### config.mk
export PLATFORM = sky130hd
export DESIGN_NAME = alu_serial_adder_flat
export DESIGN_NICKNAME = d
export VERILOG_FILES = /design/src/rtl/alu_serial_adder_if.sv /design/src/rtl/alu_serial_adder.sv /design/src/flat_wrapper.sv
export SDC_FILE = /design/constraint.sdc
export NUM_CORES = 1
export LEC_CHECK = 0
export BUFFER_PORTS_ARGS = -buffer_cell sky130_fd_sc_hd__buf_4
export CORE_ASPECT_RATIO = 1.2
export CORE_UTILIZATION = 30
export DETAILED_ROUTE_END_ITERATION = 10
export SETUP_SLACK_MARGIN = 0.5
export SYNTH_ARGS = -nofsm -noshare
export SYNTH_HDL_FRONTEND = slang
export SYNTH_SLANG_ARGS = --single-unit
### constraint.sdc
create_clock -name clk -period 7.8 [get_ports clk]
set_clock_uncertainty 0.15 [all_clocks]
set_input_delay 1.17 -clock clk [delete_from_list [all_inputs] [get_ports clk]]
set_output_delay 1.17 -clock clk [all_outputs]
set_load 0.005 [all_outputs]
### src/rtl/alu_serial_adder_if.sv
// Handshake and operand/result bundle for the chunked serial adder.
// The master drives the request and operands; the slave returns status and the result.
interface alu_serial_adder_if #(
  parameter int WIDTH = 32
);
  logic             start;
  logic [WIDTH-1:0] a_in;
  logic [WIDTH-1:0] b_in;
  logic             cin;
  logic             busy;
  logic             done;
  logic [WIDTH-1:0] sum;
  logic             c;
  logic             ovf;

  modport master (
    output start, a_in, b_in, cin,
    input  busy, done, sum, c, ovf
  );

  modport slave (
    input  start, a_in, b_in, cin,
    output busy, done, sum, c, ovf
  );
endinterface

### src/rtl/alu_serial_adder.sv
// Multi-cycle adder: sum = a + b + cin, CHUNK bits per clock, with carry-out and signed overflow.
// state | meaning
// IDLE  | waiting for start
// RUN   | adding one chunk per clock, LSB chunk first
// DONE  | one-cycle result pulse; a new start is accepted here as in IDLE
module alu_serial_adder #(
  parameter int WIDTH = 32,
  parameter int CHUNK = 4
) (
  input  logic              clk,
  input  logic              rst,
  alu_serial_adder_if.slave bus
);
  localparam int NCHUNK = WIDTH / CHUNK;
  localparam int IDXW   = (NCHUNK > 1) ? $clog2(NCHUNK) : 1;
  localparam logic [IDXW-1:0] LAST_IDX = IDXW'(NCHUNK - 1);

  typedef enum logic [1:0] {IDLE, RUN, DONE} state_t;

  state_t           state, state_nxt;
  logic [WIDTH-1:0] a_sh, b_sh, work, work_nxt;
  logic [WIDTH-1:0] sum_q;
  logic             carry, c_q, ovf_q;
  logic [IDXW-1:0]  idx;
  logic [CHUNK-1:0] part;
  logic             cout, msb_cin;
  logic             accept, last_step;

  assign accept    = (state != RUN) && bus.start;
  assign last_step = (state == RUN) && (idx == LAST_IDX);

  always_ff @(posedge clk or posedge rst) begin
    if (rst) state <= IDLE;
    else     state <= state_nxt;
  end

  always_comb begin
    state_nxt = state;
    case (state)
      IDLE:    if (bus.start) state_nxt = RUN;
      RUN:     if (idx == LAST_IDX) state_nxt = DONE;
      DONE:    state_nxt = bus.start ? RUN : IDLE;
      default: state_nxt = IDLE;
    endcase
  end

  // Carry into the chunk's top bit is recovered from its sum bit, so ovf needs no extra adder.
  always_comb begin
    {cout, part} = {1'b0, a_sh[CHUNK-1:0]} + {1'b0, b_sh[CHUNK-1:0]} + {{CHUNK{1'b0}}, carry};
    msb_cin      = a_sh[CHUNK-1] ^ b_sh[CHUNK-1] ^ part[CHUNK-1];
    work_nxt     = work;
    work_nxt[idx*CHUNK +: CHUNK] = part;
  end

  always_ff @(posedge clk or posedge rst) begin
    if (rst) begin
      a_sh  <= '0;
      b_sh  <= '0;
      work  <= '0;
      carry <= 1'b0;
      idx   <= '0;
      sum_q <= '0;
      c_q   <= 1'b0;
      ovf_q <= 1'b0;
    end else if (accept) begin
      a_sh  <= bus.a_in;
      b_sh  <= bus.b_in;
      work  <= '0;
      carry <= bus.cin;
      idx   <= '0;
    end else if (state == RUN) begin
      a_sh  <= a_sh >> CHUNK;
      b_sh  <= b_sh >> CHUNK;
      work  <= work_nxt;
      carry <= cout;
      idx   <= idx + 1'b1;
      if (last_step) begin
        sum_q <= work_nxt;
        c_q   <= cout;
        ovf_q <= msb_cin ^ cout;
      end
    end
  end

  assign bus.busy = (state == RUN);
  assign bus.done = (state == DONE);
  assign bus.sum  = sum_q;
  assign bus.c    = c_q;
  assign bus.ovf  = ovf_q;
endmodule
### src/flat_wrapper.sv
// flat-port wrapper written by rule: the top's interface ports become plain ports
module alu_serial_adder_flat 
#(
  parameter int WIDTH = 32,
  parameter int CHUNK = 4
)
  (clk, rst, bus_start, bus_a_in, bus_b_in, bus_cin, bus_busy, bus_done, bus_sum, bus_c, bus_ovf);
  alu_serial_adder_if #(.WIDTH(WIDTH)) bus_i ();
  input  logic clk;
  input  logic rst;
  input wire logic [$bits(bus_i.start)-1:0] bus_start;
  input wire logic [$bits(bus_i.a_in)-1:0] bus_a_in;
  input wire logic [$bits(bus_i.b_in)-1:0] bus_b_in;
  input wire logic [$bits(bus_i.cin)-1:0] bus_cin;
  output wire logic [$bits(bus_i.busy)-1:0] bus_busy;
  output wire logic [$bits(bus_i.done)-1:0] bus_done;
  output wire logic [$bits(bus_i.sum)-1:0] bus_sum;
  output wire logic [$bits(bus_i.c)-1:0] bus_c;
  output wire logic [$bits(bus_i.ovf)-1:0] bus_ovf;
  assign bus_i.start = bus_start;
  assign bus_i.a_in = bus_a_in;
  assign bus_i.b_in = bus_b_in;
  assign bus_i.cin = bus_cin;
  assign bus_busy = bus_i.busy;
  assign bus_done = bus_i.done;
  assign bus_sum = bus_i.sum;
  assign bus_c = bus_i.c;
  assign bus_ovf = bus_i.ovf;
  alu_serial_adder #(.WIDTH(WIDTH), .CHUNK(CHUNK)) u_core (.clk(clk), .rst(rst), .bus(bus_i));
endmodule
* Word level (Yosys, flattened, before mapping)
Index checks and enable logic that the tools add are counted.
** Word-level totals
- Flip-flop bits (word level) :: 136
- Bits of input ports :: 68
- Output and inout bits :: 36
** Operators by class
- Add/subtract/negate cells :: 4
- Eq/ne operators :: 6
- Shifts and indexed selects :: 2
- Mux-type cells :: 15
- Bitwise logic cells :: 4
- Reduce and logical (&&, ||, !) cells :: 6
** Operators with widths (number)
- 32-bit two-way mux :: 6
- 5-bit negator with 34-bit output :: 1
- 4-bit by 34-bit variable shift with 32-bit output (first input constant) :: 1
- 4-bit by 34-bit variable part select with 32-bit output :: 1
- 32-bit bitwise mux :: 1
- 3-bit two-way mux :: 2
- 2-bit one-hot mux with 3 select lines :: 1
- 4-bit by 4-bit adder with 5-bit output :: 1
- 5-bit by 1-bit adder with 5-bit output :: 1
- 2-bit two-way mux :: 2
- 2-bit by 1-bit != test with 1-bit output (second input constant) :: 2
- 3-bit by 1-bit adder with 3-bit output (second input constant) :: 1
- 3-bit == test (second input constant) :: 1
- 1-bit two-way mux :: 3
- 3-bit AND reduction :: 1
- 1-bit XOR :: 3
- 2-bit by 1-bit == test with 1-bit output (second input constant) :: 1
- 2-bit == test (second input constant) :: 1
- 1-bit logical AND :: 2
- 2-bit logical NOT :: 1
- 2-bit != test (second input constant) :: 1
- 2-bit AND reduction :: 1
- 2-bit nonzero test :: 1
- 1-bit inverter :: 1

* Logic depth before layout (Yosys ltp)
- Depth in word-level cells :: 6
- Depth in mapped cells :: 10
- Depth with buffers taken out :: 7

* Worst setup path before layout
No wires, ideal clock.
- Kind :: reg-to-reg
- Start :: register u_core.idx[0]
- End :: register u_core.work[0]
- Arrival :: 2.217 ns
- Data required time :: 7.528 ns
- Path slack :: 5.312 ns
- Stages on the path, launching flop included :: 11
- Buffers on the path :: 3
- Period minus slack after synthesis :: 2.488 ns
- Cell sequence :: dfrtp_1 buf_2 inv_1 ha_1 ha_1 buf_2 nor4b_2 and2_1 buf_2 o21ai_1 a32o_1
** On the way
- Longest elaborated chain between the ends :: 5
- Elaborated cells on any way between the ends :: 6
** RTL lines
- from (decl) :: line alu_serial_adder.sv:24 : logic [IDXW-1:0] idx;
- from (signal assigned) :: line alu_serial_adder.sv:76 : idx <= idx + 1'b1;
- 5-bit negator with 34-bit output (*) :: line alu_serial_adder.sv:52 : work_nxt[idx*CHUNK +: CHUNK] = part;
- 4-bit by 34-bit variable part select with 32-bit output or 4-bit by 34-bit variable shift with 32-bit output (tied branches) :: line alu_serial_adder.sv:52
- 32-bit bitwise mux (*) :: line alu_serial_adder.sv:52
- 32-bit two-way mux (*) :: line alu_serial_adder.sv:71 : end else if (state == RUN) begin
- 32-bit two-way mux (*) :: line alu_serial_adder.sv:65 : end else if (accept) begin
- to (signal assigned) :: line alu_serial_adder.sv:74 : work <= work_nxt;
- to (decl) :: line alu_serial_adder.sv:21 : logic [WIDTH-1:0] a_sh, b_sh, work, work_nxt;
Every way passes the cells marked *; elsewhere a longest branch is shown, timed or not. The select of a mux whose other input is x is not followed.
A chain may end at the register's enable or synchronous reset.

* Worst setup path in the final report
- Start :: register u_core.state[0]
- End :: output port bus_busy
** On the way
- Longest elaborated chain between the ends :: 1
** RTL lines
- from (decl) :: line alu_serial_adder.sv:20 : state_t state, state_nxt;
- from (signal assigned) :: line alu_serial_adder.sv:34 : else state <= state_nxt;
- 2-bit by 1-bit == test with 1-bit output :: line alu_serial_adder.sv:85 : assign bus.busy = (state == RUN);
- to (decl) :: line flat_wrapper.sv:15 : output wire logic [$bits(bus_i.busy)-1:0] bus_busy;
Every way passes these cells.

==> run summary <==
Count leader, synth = dfrtp_1
Slew of the pin with the lowest slew margin = 1.02 ns
Wire per inst = 15.8 um
Die area = 21,600 um2
RR Startpoint = u_core.idx[0]$_DFFE_PP0P_
Critical Path RT = 6.48 ns
Clk root buf = clkbuf_16
Placed insts = 936
Number of I/O port buffers = 103
Hold Path Cell Cnt = 2
Synth Flop Type = dfrtp_1
NetSw = 1.17 mW
Sequential-to-total area share from yosys stat = 53.9%
DRC Markers = 0
RSZ-0062 raised after global routing = false
Largest buffer count on any clock path = 2
Final worst path period need = 3.43 ns
Yosys cell types = 43
Syn_nets = 684
Yosys warns = 0
PostCTS Resize Cnt = 0
Syn_area_per_cell = 10.4 um2
Commonest cells in the netlist = dfrtp_1 (136), nand2_1 (79), mux2i_1 (69)
HPWL Detailed = 10.2 mm
Cell taking the most area after synthesis = dfrtp_1
Fillers = 2,030
Vias in the first global route = 4,851
Path depth of the worst reg2reg path = 7
Cell Area, Synth = 6310 um2
Aggregate global-route resource usage = 15.1%
Final core utilization = 38.5%
Comb power frac = 36.4%
Number of flops mapped to enable cells by yosys = 0
Crit share post-route = 44.0%
Clock Latency Late Sink = 0.41 ns
Layout cells sized above 1 = 20.8%
H-tree depth = 4
Crit. End Element = primary output
Yosys top cell area share = 53.9%
Hold Crit Endpoint = u_core.b_sh[6]$_DFFE_PP0P_
Worst-path clk slew = 0.06 ns
Reg power frac = 36.5%
Final setup vio count = 0
Die width = 134 um
R2r setup slk = 4.91 ns
Setup CP Type = flip-flop to primary output
Worst Path Arrival = 2.11 ns
CP Max Fanout = 36
Vias per cell = 4.85
First-pass GRT wire length = 25.4 mm
Crit-path slowest cell = clkinv_2
Min-delay src = u_core.b_sh[10]$_DFFE_PP0P_
TritonCTS buffer count = 17
Final Cell Area = 7890 um2
CTS tree = yes
Initial DRC Count = 335
# Max-Cap Violations = 0
Clock Sink Count = 136
Layout area overhead = 25.0%
LEAKAGE = 3.71 nW
Finished Layout Cells = 968
Initial antenna violation count = 0
First-pass DRT Iterations = 4
Setup_tns = 0 ns
Antenna diodes = 0
Num rows = 57
Synth area leaders = dfrtp_1 (54%), mux2i_1 (11%), o21ai_0 (5.2%)
Int Pwr = 1.97 mW
HP Class = flip-flop to flip-flop
Switching share of power = 37.3%
Vias post-DR = 4,693
Grt ovf = 0
Post-place instance area = 7260 um2
Post-Syn Instances = 604
Share of flip-flops with an asynchronous set or reset = 100%
Pin count of the biggest net entering global routing = 102
WL final = 15.3 mm
Outcome = completed
Reg2reg end = u_core.work[16]$_DFFE_PP0P_
Core ar. = 20,500 um2
GP Congestion = 0.772
Starting density of the core = 30.8%
#FFs+latches synth = 136
Layout Nets = 770
Max-slew headroom = 31.4%
Slowest stage delay, CP = 0.57 ns
Ports = 104
Hold-fix buffers at CTS = 0
Slew Viols, Final = 0
PD cells = 399 nW/um2
CP cell instances = nand2b_1, clkinv_2, buf_4
Clk pwr share = 27.1%
Final hold violation count = 0
Number of routed nets with antenna violations = 0
Worst setup SP type = flip-flop
DIE HEIGHT = 161 um
Post-CTS setup buffers = 0
Top achievable clock speed = 291 MHz
Worst vdd ir = 0.000323 V
-- state kept, by name, summed over array words and instances (netlist names) --
name,cells
u_core.bus.ovf,1
u_core.bus.c,1
u_core.work,32
u_core.state,2
u_core.idx,3
u_core.a_sh,32
u_core.carry,1
u_core.bus.sum,32
u_core.b_sh,32
-- layout make-up --
| cell class | count | area [um2] | area share, % |
|---|---|---|---|
| clock buffers | 21 | 450 | 5.71 |
| clock inverters | 11 | 171 | 2.17 |
| inverters | 14 | 58.8 | 0.746 |
| multi-input cells | 414 | 2670 | 33.8 |
| flip-flops and latches | 136 | 3400 | 43.2 |
| well taps | 265 | 332 | 4.20 |
| repair buffers | 107 | 803 | 10.2 |
-- worst max path at each step --
stage,slack (ns),depth (start not counted),startpoint,end
final,4.37,3,u_core.state[0]$_DFFE_PP0P_,bus_busy
after global routing,4.22,3,u_core.state[0]$_DFFE_PP0P_,bus_busy
after CTS,4.32,3,u_core.state[0]$_DFFE_PP0P_,bus_busy
after detailed placement,4.78,3,u_core.state[0]$_DFFE_PP0P_,bus_busy
after global placement,4.78,3,u_core.state[0]$_DFFE_PP0P_,bus_busy
after floorplan,2.84,1,rst,u_core.a_sh[0]$_DFFE_PP0P_
-- layer usage --
layer / global-route usage [%] / share of wire [%] / up-vias
met5: 0 / 0 / -
met4: 4.90 / 1.3 / 0
met3: 4.86 / 6.2 / 16
met2: 24.4 / 48 / 113
met1: 19.0 / 44 / 2262
li1: - / - / 2302
-- critical path, delay by kind of cell, from the launching register on --
family                 cells  cell delay (ns)
and+or+nand+nor            1             0.39
DFF                        1             0.41
buffers and inverters      2             0.89
-- per-stage QoR --
stage	hold slack [ns]	setup slack (ns)	power [mW]
floorplan	0.299	2.84	1.92
global placement	0.311	4.78	2.30
detailed placement	0.313	4.78	2.32
CTS	0.331	4.32	3.19
global route	0.347	4.22	3.38
finish	0.329	4.37	3.15
-- logic make-up (layout without fill, tap and decap cells) --
group	after synthesis	after routing	synth area share [%]
AOI/OAI and AO/OA	136	136	14.5
xor gates and xnor gates	3	3	0.416
adders and majority gates	12	12	2.62
buffers and inverters	54	153	3.81
DFF	136	136	53.9
muxes	69	69	10.9
and+or+nand+nor	194	194	13.8
-- cells in the final DEF, fill, tap and decap left out, types with 2 or more instances in the layout --
cell type | synthesis | layout
bufinv_16 | 0 | 4
a22o_1 | 24 | 24
fa_1 | 2 | 2
o22ai_1 | 5 | 5
ha_1 | 10 | 10
and3_1 | 3 | 3
and2_1 | 3 | 3
nor2b_1 | 3 | 3
a221oi_1 | 18 | 18
clkinv_4 | 0 | 2
o2bb2ai_1 | 6 | 6
clkbuf_16 | 0 | 17
mux2i_1 | 69 | 69
inv_6 | 0 | 2
nand2b_1 | 10 | 10
dfrtp_1 | 136 | 136
nor2_1 | 67 | 67
o21ai_1 | 2 | 2
a21oi_1 | 5 | 5
clkinvlp_4 | 0 | 2
buf_4 | 0 | 107
o31ai_1 | 3 | 3
a31oi_1 | 2 | 2
inv_1 | 13 | 12
a32o_1 | 2 | 2
clkbuf_1 | 18 | 3
xnor2_1 | 2 | 2
nor3_1 | 6 | 6
nand3_1 | 11 | 11
nand2_1 | 79 | 79
o21ai_0 | 65 | 65
clkinv_2 | 0 | 3
nand4_1 | 2 | 2
nor3_2 | 3 | 3
-- power by group through the flow --
stage	sequential (mW)	combinational, mW	clock, mW
final	1.15	1.14	0.853
after global placement	1.16	1.14	0
after CTS	1.15	1.16	0.872
after floorplan	1.12	0.805	0
after global routing	1.19	1.29	0.904
after detailed placement	1.16	1.16	0
(Power assumes the default switching activity.)
